File: config.mk
export PLATFORM = sky130hd
export DESIGN_NAME = alu_muldiv_flat
export DESIGN_NICKNAME = d
export VERILOG_FILES = /design/src/rtl/alu_muldiv_if.sv /design/src/rtl/alu_muldiv.sv /design/src/flat_wrapper.sv
export SDC_FILE = /design/constraint.sdc
export NUM_CORES = 1
export LEC_CHECK = 0
export CORE_MARGIN = 8
export CORE_UTILIZATION = 59
export DETAILED_ROUTE_END_ITERATION = 12
export HOLD_SLACK_MARGIN = 0.02
export PLACE_DENSITY_LB_ADDON = 0.08
export RECOVER_POWER = 25
export SYNTH_ARGS = -nofsm -noshare
export SYNTH_HDL_FRONTEND = slang
export SYNTH_SLANG_ARGS = --single-unit
File: constraint.sdc
create_clock -name clk -period 7.88 [get_ports clk]
set_input_delay 1.576 -clock clk [delete_from_list [all_inputs] [get_ports clk]]
set_output_delay 1.576 -clock clk [all_outputs]
set_load 0.01 [all_outputs]
File: src/rtl/alu_muldiv_if.sv
// Request/result bundle between the EX stage and the iterative multiply/divide unit.
interface alu_muldiv_if #(
    parameter int N = 31
);
    logic       start;
    logic [5:0] op;
    logic [N:0] a;
    logic [N:0] b;
    logic       busy;
    logic       done;
    logic [N:0] hi;
    logic [N:0] lo;

    modport master (output start, op, a, b, input busy, done, hi, lo);
    modport slave  (input start, op, a, b, output busy, done, hi, lo);
endinterface

File: src/rtl/alu_muldiv.sv
// Iterative MULT/MULTU/DIV/DIVU unit with HI/LO registers; MTHI/MTLO complete in one cycle.
// Define MDU_MADD_EN to add MADD/MADDU (accumulate the product into {hi,lo}).
module alu_muldiv #(
    parameter int N     = 31,
    parameter int CNT_W = $clog2(N + 1) + 1
) (
    input  logic        clk,
    input  logic        reset,
    alu_muldiv_if.slave bus
);
    localparam int W = N + 1;
    localparam logic [5:0] OP_MULT  = 6'b011000;
    localparam logic [5:0] OP_MULTU = 6'b011001;
    localparam logic [5:0] OP_DIV   = 6'b011010;
    localparam logic [5:0] OP_DIVU  = 6'b011011;
    localparam logic [5:0] OP_MTHI  = 6'b010001;
    localparam logic [5:0] OP_MTLO  = 6'b010011;
`ifdef MDU_MADD_EN
    localparam logic [5:0] OP_MADD  = 6'b011100;
    localparam logic [5:0] OP_MADDU = 6'b011101;
`endif

    typedef enum logic [1:0] {IDLE, CALC, FIX} state_t;

    state_t           state_reg, state_next;
    logic [CNT_W-1:0] cnt_reg;
    logic [2*W-1:0]   acc_reg;
    logic [N:0]       opnd_reg;
    logic [N:0]       a_reg;
    logic             bzero_reg, is_div_reg, is_madd_reg, neg_res_reg, neg_rem_reg;
    logic             done_reg;
    logic [N:0]       hi_reg, lo_reg;

    logic             op_mul, op_div, op_signed, op_madd, accept;
    logic [N:0]       mag_a, mag_b;
    logic [W:0]       add_sum, shifted, diff;
    logic [2*W-1:0]   iter, prod_fixed, fix_val;
    logic [N:0]       quo, rem;

    always_comb begin
        op_mul    = 1'b0;
        op_div    = 1'b0;
        op_signed = 1'b0;
        op_madd   = 1'b0;
        case (bus.op)
            OP_MULT:  begin op_mul = 1'b1; op_signed = 1'b1; end
            OP_MULTU: op_mul = 1'b1;
            OP_DIV:   begin op_div = 1'b1; op_signed = 1'b1; end
            OP_DIVU:  op_div = 1'b1;
`ifdef MDU_MADD_EN
            OP_MADD:  begin op_mul = 1'b1; op_signed = 1'b1; op_madd = 1'b1; end
            OP_MADDU: begin op_mul = 1'b1; op_madd = 1'b1; end
`endif
            default:  ;
        endcase
    end

    assign accept = bus.start && (state_reg == IDLE);
    assign mag_a  = (op_signed && bus.a[N]) ? -bus.a : bus.a;
    assign mag_b  = (op_signed && bus.b[N]) ? -bus.b : bus.b;

    // Multiply keeps the partial product in the top half and the multiplier in the
    // bottom; divide keeps the partial remainder on top and the dividend/quotient below.
    always_comb begin
        add_sum = {1'b0, acc_reg[2*W-1:W]} + (acc_reg[0] ? {1'b0, opnd_reg} : {(W+1){1'b0}});
        shifted = {acc_reg[2*W-1:W], acc_reg[W-1]};
        diff    = shifted - {1'b0, opnd_reg};
        if (is_div_reg) begin
            if (shifted >= {1'b0, opnd_reg})
                iter = {diff[W-1:0], acc_reg[W-2:0], 1'b1};
            else
                iter = {shifted[W-1:0], acc_reg[W-2:0], 1'b0};
        end else begin
            iter = {add_sum, acc_reg[W-1:1]};
        end
    end

    always_comb begin
        prod_fixed = neg_res_reg ? ('0 - acc_reg) : acc_reg;
        quo        = acc_reg[W-1:0];
        rem        = acc_reg[2*W-1:W];
        if (is_div_reg) begin
            if (bzero_reg)
                fix_val = {a_reg, {W{1'b1}}};
            else
                fix_val = {(neg_rem_reg ? -rem : rem), (neg_res_reg ? -quo : quo)};
        end else if (is_madd_reg) begin
            fix_val = {hi_reg, lo_reg} + prod_fixed;
        end else begin
            fix_val = prod_fixed;
        end
    end

    always_comb begin
        state_next = state_reg;
        case (state_reg)
            IDLE:    if (accept && (op_mul || op_div)) state_next = CALC;
            CALC:    if (cnt_reg == CNT_W'(N)) state_next = FIX;
            FIX:     state_next = IDLE;
            default: state_next = IDLE;
        endcase
    end

    always_ff @(posedge clk or posedge reset) begin
        if (reset) begin
            state_reg   <= IDLE;
            cnt_reg     <= '0;
            acc_reg     <= '0;
            opnd_reg    <= '0;
            a_reg       <= '0;
            bzero_reg   <= 1'b0;
            is_div_reg  <= 1'b0;
            is_madd_reg <= 1'b0;
            neg_res_reg <= 1'b0;
            neg_rem_reg <= 1'b0;
            done_reg    <= 1'b0;
            hi_reg      <= '0;
            lo_reg      <= '0;
        end else begin
            state_reg <= state_next;
            done_reg  <= (state_reg == FIX);
            case (state_reg)
                IDLE: begin
                    if (accept && (op_mul || op_div)) begin
                        cnt_reg     <= '0;
                        acc_reg     <= {{W{1'b0}}, (op_div ? mag_a : mag_b)};
                        opnd_reg    <= op_div ? mag_b : mag_a;
                        a_reg       <= bus.a;
                        bzero_reg   <= (bus.b == '0);
                        is_div_reg  <= op_div;
                        is_madd_reg <= op_madd;
                        neg_res_reg <= op_signed && (bus.a[N] ^ bus.b[N]);
                        neg_rem_reg <= op_signed && bus.a[N];
                    end else if (accept && (bus.op == OP_MTHI)) begin
                        hi_reg <= bus.a;
                    end else if (accept && (bus.op == OP_MTLO)) begin
                        lo_reg <= bus.a;
                    end
                end
                CALC: begin
                    acc_reg <= iter;
                    cnt_reg <= cnt_reg + CNT_W'(1);
                end
                FIX:     {hi_reg, lo_reg} <= fix_val;
                default: ;
            endcase
        end
    end

    assign bus.busy = (state_reg != IDLE);
    assign bus.done = done_reg;
    assign bus.hi   = hi_reg;
    assign bus.lo   = lo_reg;
endmodule

File: src/flat_wrapper.sv
// flat-port wrapper written by rule: the top's interface ports become plain ports
module alu_muldiv_flat 
#(
    parameter int N     = 31,
    parameter int CNT_W = $clog2(N + 1) + 1
)
  (clk, reset, bus_start, bus_op, bus_a, bus_b, bus_busy, bus_done, bus_hi, bus_lo);
  alu_muldiv_if #(.N(N)) bus_i ();
  input  logic clk;
  input  logic reset;
  input wire logic [$bits(bus_i.start)-1:0] bus_start;
  input wire logic [$bits(bus_i.op)-1:0] bus_op;
  input wire logic [$bits(bus_i.a)-1:0] bus_a;
  input wire logic [$bits(bus_i.b)-1:0] bus_b;
  output wire logic [$bits(bus_i.busy)-1:0] bus_busy;
  output wire logic [$bits(bus_i.done)-1:0] bus_done;
  output wire logic [$bits(bus_i.hi)-1:0] bus_hi;
  output wire logic [$bits(bus_i.lo)-1:0] bus_lo;
  assign bus_i.start = bus_start;
  assign bus_i.op = bus_op;
  assign bus_i.a = bus_a;
  assign bus_i.b = bus_b;
  assign bus_busy = bus_i.busy;
  assign bus_done = bus_i.done;
  assign bus_hi = bus_i.hi;
  assign bus_lo = bus_i.lo;
  alu_muldiv #(.N(N), .CNT_W(CNT_W)) u_core (.clk(clk), .reset(reset), .bus(bus_i));
endmodule
Yosys cells after proc, flatten, opt, wreduce, memory -nomap -nowiden
Cells that the tools add are included.

word-level totals
  bits in registers = 205
  bits of input ports = 73
  output and inout bits = 66
  word-level logic and storage cells = 87

cells by class
  add/sub/neg operators = 8
  magnitude comparators = 1
  equal/unequal tests = 15
  multiplexer cells = 29
  bitwise logic cells = 1
  reductions and logical operators = 21

operator list
  cell                                                                  number
  32-bit two-way mux                                                    12
  64-bit two-way mux                                                    6
  32-bit negator                                                        4
  32-bit case mux with 2 select lines                                   2
  64-bit case mux with 2 select lines                                   1
  1-bit by 64-bit subtractor with 64-bit output (first input constant)  1
  6-bit by 5-bit == test with 1-bit output (second input constant)      7
  32-bit by 32-bit adder with 33-bit output                             1
  33-bit by 32-bit >= comparator with 1-bit output                      1
  32-bit logical NOT                                                    1
  32-bit subtractor                                                     1
  6-bit case mux with 2 select lines                                    1
  2-bit != test (second input constant)                                 5
  1-bit logical AND                                                     7
  6-bit by 1-bit adder with 6-bit output (second input constant)        1
  6-bit two-way mux                                                     1
  2-bit AND reduction                                                   3
  2-bit nonzero test                                                    3
  2-bit OR reduction                                                    3
  2-bit two-way mux                                                     2
  2-bit case mux with 2 select lines                                    1
  4-bit AND reduction                                                   1
  1-bit two-way mux                                                     3
  3-bit AND reduction                                                   1
  other kinds (6)                                                       6

Longest topological paths before layout
  depth in word-level cells = 8
  gate-level depth with buffers = 15
  gate-level depth less buffers = 14

Least setup slack after synthesis
No wires, ideal clock.

  kind = input port to flip-flop
  start = in bus_a[9]
  end = reg u_core.acc_reg[29]
  library setup time = 0.083 ns
  arrival = 3.984 ns
  data required time = 7.797 ns
  slack = 3.813 ns
  cell stages on the path = 10
  buffers on the path = 1
  cells stage by stage = clkbuf_1 -> or4_4 -> nor4_1 -> and4bb_2 -> nand3b_1 -> or2_2 -> o41ai_2 -> xor2_1 -> mux2_2 -> o21ai_0

on the way
  longest elaborated chain between the ends = 5

RTL lines
  element                              line                source
  from (decl)                          flat_wrapper.sv:13  input wire logic [$bits(bus_i.a)-1:0] bus_a;
  32-bit negator                       alu_muldiv.sv:59    assign mag_a = (op_signed && bus.a[N]) ? -bus.a : bus.a;
  32-bit two-way mux                   alu_muldiv.sv:59
  32-bit two-way mux                   alu_muldiv.sv:126   acc_reg <= {{W{1'b0}}, (op_div ? mag_a : mag_b)};
  64-bit two-way mux                   alu_muldiv.sv:124   if (accept && (op_mul || op_div)) begin
  64-bit case mux with 2 select lines  alu_muldiv.sv:122   case (state_reg)
  to (signal assigned)                 alu_muldiv.sv:126
  to (signal assigned)                 alu_muldiv.sv:141   acc_reg <= iter;
  to (decl)                            alu_muldiv.sv:27    logic [2*W-1:0] acc_reg;

No other way between the ends. The select of a mux whose other input is x is not followed.
A chain may end at the register's enable or synchronous reset.

==> qor.csv <==
stage,metric,value,unit
flow_run,max-cap-violations,5,
timing,timing.final.crit_period,5.28,ns
floorplan,core_area,27900,sq um
synthesis,syn_avg_cell_area,7.73,sq um
placed_design,portBuffers,138,
floorplan,die_x,184,microns
global_routing,grt_pass1_wl,94900,microns
layout,syn_to_final_growth,13.3,%
synthesis,synth_top_area_share,30.7,%
synthesis,ys_seq_elements,205,
route,drc,0,
timing,finalSetupViolations,0,
layout,nFillCells,2408,
run_status,status,finished with violations,
layout,mostFrequentLayoutCell,nand2_1,
timing,hold_viol,0,
setup_path,crit_path_start,reset,
layout,register_area,5130,sq um
clock_tree,postCtsSetupBuffers,0,
clock_tree,ctsResizeCount,0,
clock_tree,cts_buffers,25,
layout,insertedDiodeCount,0,
setup_path,cp-start-kind,input port,
worst_hold_path,min_from,u_core.a_reg[12],
clock_tree,clk_path_buf_depth,3,
synthesis,yosysSeqAreaShare,30.7,%
route,wirelength,61600,microns
layout,layout_common_cells,"312 x nand2_1, 203 x dfrtp_1, 202 x o21ai_0",
synthesis,syn_inst,2162,
floorplan,boundaryPins,139,
clock_tree,clock_latency,0.54,ns
setup_path,crit_chain,dlygate4sd3_1 -> clkinvlp_2 -> clkbuf_2,
global_routing,grt_pass1_vias,16200,
synthesis,synth_edf_count,0,
timing,slew_headroom,-150,%
pwr,powerDensity,299,nW/um^2
setup_path,cp_max_fo,78,
layout,multiInputGateArea,10700,sq um
setup_path,r2r_start,u_core.state_reg[0],
floorplan,start_util,60.0,%
global_routing,antenna_found_initial,0,
pwr,ir_drop,0.294,mV
clock_tree,cts_tree,done,
synthesis,synth-warning-count,0,
synthesis,synth_cell_type_count,77,
clock_tree,cts-root-buf,clkbuf_16,
floorplan,design.die.area,34000,sq um
layout,largest_reg_flops,64,
timing,worstMarginPinSlew,3.74,ns
timing,rsz0062_at_grt,no,
route,antenna_left,0,
route,wire_per_inst,23.8,microns
timing,finalClockSkew,0.0263,ns
setup_path,slowest_stage,clkinvlp_2,
synthesis,synthTopCellsByArea,"dfrtp_1 31%, nand2_1 7.0%, xnor2_1 6.4%",
setup_path,r2r_slack,3.09,ns
global_routing,grt_overflow,0,
synthesis,synth_ff_type,dfrtp_1,
route,drt_pass1_iterations,6,
global_routing,grt_start_max_net_pins,96,
pwr,p_leak,7.83,nW
placed_design,dp_hpwl,45000,microns
setup_path,critical_path_required,8.25,ns
run_status,violations,"max-capacitance violations, max-slew violations",
setup_path,crit_arrival,5.66,ns
timing,drv_slew,301,
floorplan,die_h,184,microns
setup_path,crit_type,in2async,
worst_hold_path,hp-class,reg2reg,
timing,timing.fmax,0.189,GHz
timing,tns,0,ns
route,drt_first_iter_violations,2380,
placed_design,place.gp.congestion,0.980,
route,viasPerCell,6.73,
layout,finish.utilization,67.9,%
layout,layout.nets,2332,
layout,final_layout_size_suffix_gt1_share,4.53,%
clock_tree,postCtsHoldBufs,0,
global_routing,grt_usage,35.6,%
setup_path,slowest_delay,2.06,ns
floorplan,rows,61,
synthesis,async_flop_share,100,%
synthesis,synth_nets,2306,
clock_tree,path_clk_slew,0.06,ns
clock_tree,htree_levels,1,
synthesis,synth_top_area_cell,dfrtp_1,
setup_path,crit_path_end_kind,async pin,
clock_tree,clock_sinks,205,
timing,post-route-period-util,67.1,%
synthesis,syn_area,16700,sq um
route,vias,17400,
## stage by stage
step | total power, mW | instances | instance area, sq um | setup slack [ns] | hold WS [ns]
after floorplan | 3.64 | 2162 | 16700 | 0.708 | 0.440
after global placement | 4.35 | 2539 | 18100 | 3.00 | 0.455
after detailed placement | 4.42 | 2539 | 18100 | 2.96 | 0.463
after CTS | 5.58 | 2584 | 18900 | 3.50 | 0.478
after global routing | 5.99 | 2584 | 18900 | 1.89 | 0.496
final | 5.66 | 2584 | 18900 | 2.60 | 0.477
## worst max-delay path, delay by kind of cell
family	cells	cell delay, ns
buffers and inverters	3	4.00
## synthesized netlist by cell type (39+ instances only)
cell,number
o21ai_0,202
ha_1,69
nand3_1,55
a21oi_1,187
dfrtp_1,205
nand2_1,312
nor2_1,160
xor2_1,65
inv_1,65
a211oi_1,43
o22ai_1,39
mux2i_1,55
xnor2_1,123
clkbuf_1,129
## per-layer routing
metal | share of wire (%) | GRT usage, % | vias up
met3 | 11 | 7.11 | 200
met2 | 42 | 52.7 | 1125
met4 | 6.2 | 19.4 | 0
met5 | 0 | 0 | -
met1 | 40 | 48.4 | 8280
li1 | - | - | 7792
## worst paths after layout
path / end / cells after the start
max: u_core.acc_reg[53] / 3
min: u_core.a_reg[12] / 2
max reg2reg: u_core.bus.lo[25] / 8
min reg2reg: u_core.a_reg[12] / 2
max in group clk: u_core.acc_reg[3] / 8
min in group asynchronous: u_core.bus.hi[7] / 2
## cells by family (layout without fill, tap and decap cells)
| family | count (synthesis) | after routing | synth area share, % |
|---|---|---|---|
| and+or+nand+nor | 711 | 711 | 19.6 |
| buffers and inverters | 227 | 271 | 5.23 |
| DFF | 205 | 205 | 30.7 |
| muxes | 57 | 57 | 3.43 |
| adders and majority gates | 71 | 71 | 5.41 |
| xor gates and xnor gates | 188 | 188 | 9.86 |
| AOI/OAI and AO/OA | 703 | 703 | 25.8 |
## final cells by class
type,instances,share of cell area (%)
clock buffer,37,3.86
tap,378,2.50
clock inverter,8,0.410
inverter,66,1.32
multi-input combinational,1730,56.7
timing repair buffer,160,8.07
sequential,205,27.1
## power by group
part	internal (mW)	switching, mW
Clock	0.674	0.483
Combinational	1.16	1.57
Sequential	1.27	0.499
Total	3.11	2.55
Power figures use the tool's default switching activity.
